### src/rtl/wb_store_issuer.sv
// Buffers retiring instructions with up to four memory destinations and
// serializes their stores onto the cache writeback port, one per cycle.
module wb_store_issuer #(
  parameter int DEPTH = 4
) (
  input  logic        clk,
  input  logic        clr,
  input  logic        valid_in,
  input  logic [31:0] dest1_addr,
  input  logic [31:0] dest2_addr,
  input  logic [31:0] dest3_addr,
  input  logic [31:0] dest4_addr,
  input  logic        dest1_is_mem,
  input  logic        dest2_is_mem,
  input  logic        dest3_is_mem,
  input  logic        dest4_is_mem,
  input  logic [63:0] res1,
  input  logic [63:0] res2,
  input  logic [63:0] res3,
  input  logic [63:0] res4,
  input  logic [1:0]  opsize_in,
  input  logic [6:0]  inst_ptcid_in,
  input  logic        wbaq_isfull,
  output logic [63:0] wb_memdata,
  output logic [31:0] wb_memaddr,
  output logic [1:0]  wb_size,
  output logic        wb_valid,
  output logic [6:0]  wb_ptcid,
  output logic        stall,
  output logic        empty
);

  localparam int PW = $clog2(DEPTH);
  localparam logic [PW:0] FULL = (PW + 1)'(DEPTH);

  typedef enum logic {IDLE, ISSUE} state_t;

  state_t          state_q, state_d;
  logic [PW-1:0]   head_q, head_d, tail_q, tail_d;
  logic [PW:0]     count_q, count_d;
  logic [3:0]      mem_q   [DEPTH];
  logic [31:0]     addr_q  [DEPTH][4];
  logic [63:0]     data_q  [DEPTH][4];
  logic [1:0]      size_q  [DEPTH];
  logic [6:0]      ptcid_q [DEPTH];

  logic [31:0]     in_addr [4];
  logic [63:0]     in_data [4];
  logic [3:0]      in_mem;
  logic [1:0]      sp;
  logic            push, pop, xfer, last_slot;

  assign in_addr = '{dest1_addr, dest2_addr, dest3_addr, dest4_addr};
  assign in_data = '{res1, res2, res3, res4};
  assign in_mem  = {dest4_is_mem, dest3_is_mem, dest2_is_mem, dest1_is_mem};

  assign stall = (count_q == FULL);
  assign empty = (count_q == '0);
  assign push  = valid_in & ~stall & (|in_mem);
  assign xfer  = wb_valid;

  // Lowest-numbered slot of the head entry still waiting to be issued.
  always_comb begin
    sp = 2'd0;
    for (int i = 3; i >= 0; i--) begin
      if (mem_q[head_q][i]) sp = 2'(i);
    end
  end

  assign last_slot = ((mem_q[head_q] & ~(4'b0001 << sp)) == 4'b0000);
  assign pop       = xfer & last_slot;

  always_comb begin
    head_d  = pop  ? head_q + 1'b1 : head_q;
    tail_d  = push ? tail_q + 1'b1 : tail_q;
    count_d = count_q;
    case ({push, pop})
      2'b10:   count_d = count_q + (PW + 1)'(1);
      2'b01:   count_d = count_q - (PW + 1)'(1);
      default: count_d = count_q;
    endcase
  end

  always_ff @(posedge clk) begin
    if (clr) begin
      head_q  <= '0;
      tail_q  <= '0;
      count_q <= '0;
      for (int e = 0; e < DEPTH; e++) mem_q[e] <= 4'b0000;
    end else begin
      head_q  <= head_d;
      tail_q  <= tail_d;
      count_q <= count_d;
      // The tail never aliases the head while it is being issued, so both writes are safe.
      if (xfer) mem_q[head_q][sp] <= 1'b0;
      if (push) mem_q[tail_q] <= in_mem;
    end
  end

  always_ff @(posedge clk) begin
    if (push) begin
      for (int s = 0; s < 4; s++) begin
        addr_q[tail_q][s] <= in_addr[s];
        data_q[tail_q][s] <= in_data[s];
      end
      size_q[tail_q]  <= opsize_in;
      ptcid_q[tail_q] <= inst_ptcid_in;
    end
  end

  always_ff @(posedge clk) begin
    if (clr) state_q <= IDLE;
    else     state_q <= state_d;
  end

  always_comb begin
    state_d = (count_d != '0) ? ISSUE : IDLE;
  end

  // Idle outputs read as zero, so the payload storage needs no reset.
  always_comb begin
    wb_valid   = 1'b0;
    wb_memaddr = '0;
    wb_memdata = '0;
    wb_size    = '0;
    wb_ptcid   = '0;
    if (state_q == ISSUE) begin
      wb_valid   = ~wbaq_isfull;
      wb_memaddr = addr_q[head_q][sp];
      wb_memdata = data_q[head_q][sp];
      wb_size    = size_q[head_q];
      wb_ptcid   = ptcid_q[head_q];
    end
  end

endmodule

### config.mk
export PLATFORM = sky130hd
export DESIGN_NAME = wb_store_issuer
export DESIGN_NICKNAME = d
export VERILOG_FILES = /design/src/rtl/wb_store_issuer.sv
export SDC_FILE = /design/constraint.sdc
export NUM_CORES = 1
export LEC_CHECK = 0
export ABC_CLOCK_PERIOD_IN_PS = 14000
export CORE_MARGIN = 2
export CORE_UTILIZATION = 55
export DETAILED_ROUTE_END_ITERATION = 12
export GPL_TIMING_DRIVEN = 0
export PLACE_DENSITY = 0.76
export SLEW_MARGIN = 20
export SYNTH_ARGS = -nofsm -noshare
export SYNTH_HDL_FRONTEND = slang
export SYNTH_SLANG_ARGS = --single-unit
### constraint.sdc
create_clock -name clk -period 14 [get_ports clk]
set_input_delay 1.4 -clock clk [delete_from_list [all_inputs] [get_ports clk]]
set_output_delay 1.4 -clock clk [all_outputs]
set_load 0.02 [all_outputs]
==> impl_metrics.toml <==
[detailed_routing]
routed_wl_mm = 145
vias_per_cell = 6.14
ant_nets = 0
drtIter0Drc = 3288
wl_per_cell_um = 29.1
route.detailed.drc = 0
vias = 30700
drtPass1Iterations = 5

[clocking]
cts_setup_buffers = 0
cts_tree = "built"
numCtsBuffers = 160
clock-sinks = 1598
clk_pin_slew_ns = 0.06
clock-root-buffer = "clkbuf_16"
holdBufCountCts = 0
clk_latency_ns = 0.77
clockBufferDepth = 3
cts_max_level = 4
cts.repair.resized = 0

[outcome]
status = "finished, final reports clean"

[synth]
synth_seq_cells = 1598
ys_top_cells_by_count = "edfxtp_1 (1588), mux4_2 (397), nor2_1 (120)"
yosys.cell_types.count = 39
synth_area_leaders = "edfxtp_1 (78%), mux4_2 (15%), o221a_2 (1.8%)"
seq_area_frac_synth = 0.781
yosys.area.top_type = "edfxtp_1"
synth_area_um2 = 61300
synth_flop_cell = "edfxtp_1"
synth_cells = 2662
yosysWarningCount = 0
synth_enable_flop_cells = 1588
syn_avg_cell_area_um2 = 23.0
yosysMostFrequentCell = "edfxtp_1"
async_flop_share = 0
syn_nets = 3069
netlist.area_leader.share = 0.778

[floorplanning]
ios = 509
die_h_um = 338
die_w_um = 338
rows = 122
die-area_um2 = 114000
start_util = 0.554
core_um2 = 111000

[pwr]
ir_worst_vdd_uv = 138
powerDensity_nw_per_um2 = 170
report.power.total_mw = 12.5
p_leak_nw = 23.0

[sta]
slew_violations = 0
rsz0062_at_grt = "no"
hold_viol_final = 0
fin_skew_ns = 0.0285
worstMarginPinSlew_ns = 1.06
setup_viol_count_final = 0
fin_tns_setup_ns = 0
fin_crit_sh = 0.444
fmax_ghz = 0.161
holdWs_ns = 0.518
relSlewSlack = 0.293
min_period_ns = 6.22

[grt]
grt_pass1_wl_mm = 208
grt_usage = 0.253
grt_max_degree = 94
antenna_found_initial = 69
grt_pass1_vias = 32000
grt_remaining_overflow = 0

[critical_path]
cp_slowest_cell = "nor2_4"
cp.required_ns = 12.60
critPathCaptureType = "output port"
worstPathCellList = "buf_4 -> mux4_2 -> buf_2 -> nor2_4 -> clkbuf_1 -> o221a_2 -> clkdlybuf4s50_1"
cp_data_arrival_time_ns = 4.82
r2r_slack_ns = 10.32
worstSetupPathType = "reg -> out"
cp-start-kind = "flop"
max_stage_delay_ns = 0.84
worstPathMaxFanout = 11

[finish]
fin_cells = 4994
stdcell_area_um2 = 73800
layout.nets = 3757
area_growth_pct = 20.4
final_layout_size_suffix_gt1_frac = 0.231

[place]
gp_congestion = 0.798
dp.cells = 4676
io_buffers = 507
place_hpwl_mm = 93.8
placed_area_um2 = 68800

[worst_hold_path]
hold_class = "reg -> reg"
hp-start = "count_q[2]"

[flow_run]
max-cap-violations = 0
## cell families after synthesis
group	count (synthesis)	share of synthesized area
buf+inv	178	0.0134
mux	403	0.147
simple gates	156	0.0109
xor+xnor	3	0.000429
fa+ha+maj	6	0.00135
flops	1598	0.781
compound gates	318	0.0458
## worst max-delay path, delay by kind of cell (launching register included)
family / cells / cell delay, ns
AOI/OAI and AO/OA: 1 / 0.38
DFF: 1 / 0.36
buffers and inverters: 4 / 1.94
muxes: 1 / 0.54
and+or+nand+nor: 1 / 0.84
## cells in the final DEF (no fill, tap or decap), drive strengths merged, types with 9 or more instances in the layout
| cell type | synthesis | layout |
|---|---|---|
| o221a | 96 | 96 |
| clkbuf | 98 | 299 |
| o21a | 97 | 97 |
| and2 | 9 | 9 |
| dfxtp | 10 | 10 |
| o21ai | 18 | 18 |
| mux4 | 397 | 397 |
| inv | 10 | 17 |
| buf | 70 | 89 |
| diode | 0 | 36 |
| a2bb2oi | 96 | 96 |
| edfxtp | 1588 | 1588 |
| nor2 | 121 | 121 |
| clkdlybuf4s50 | 0 | 507 |
| clkinv | 0 | 64 |
## metal layers
layer | wire, µm | share of wire | vias up | track usage
met5 | 543 | 0.0037 | - | 0
met4 | 3550 | 0.024 | 86 | 0.0762
met3 | 14800 | 0.10 | 277 | 0.0785
met2 | 73600 | 0.51 | 1431 | 0.418
met1 | 52900 | 0.36 | 16000 | 0.326
li1 | - | - | 12900 | -
## registers in the layout, summed over array words and instances (netlist names), named ones only
register,count
addr_q,512
count_q,3
data_q,1024
head_q,2
mem_q,16
ptcid_q,28
size_q,8
state_q,1
tail_q,2
## through the flow
| step | util | setup WS, ns |
|---|---|---|
| floorplan | - | 3.66 |
| CTS | 0.666 | 7.77 |
| global route | 0.666 | 7.69 |
| detailed placement | 0.622 | 8.59 |
| finish | 0.667 | 7.78 |
| global placement | 0.617 | -2.57 |
## final timing paths
path                    end  cells after the start
min reg2reg      count_q[2]                      2
min              count_q[2]                      2
max reg2reg     mem_q[1][0]                      6
max          wb_memdata[59]                      7
## layout make-up
type	instances	area, µm²
Antenna cell	36	90.1
Buffer	168	787
Clock buffer	201	4290
Clock inverter	81	631
Fill cell	6817	36900
Inverter	10	67.6
Multi-Input combinational cell	886	12600
Sequential cell	1598	47900
Tap cell	1488	1860
Timing Repair Buffer	526	5600
## power breakdown
part           total, mW  leakage [nW]  switching (mW)  internal [mW]
Clock               4.02          2.40            1.74           2.28
Sequential          5.75          14.7          0.0814           5.67
Combinational       2.76          5.99            1.51           1.25
Total               12.5          23.0            3.33           9.20
Note: power is estimated with default switching activity, not from simulation.
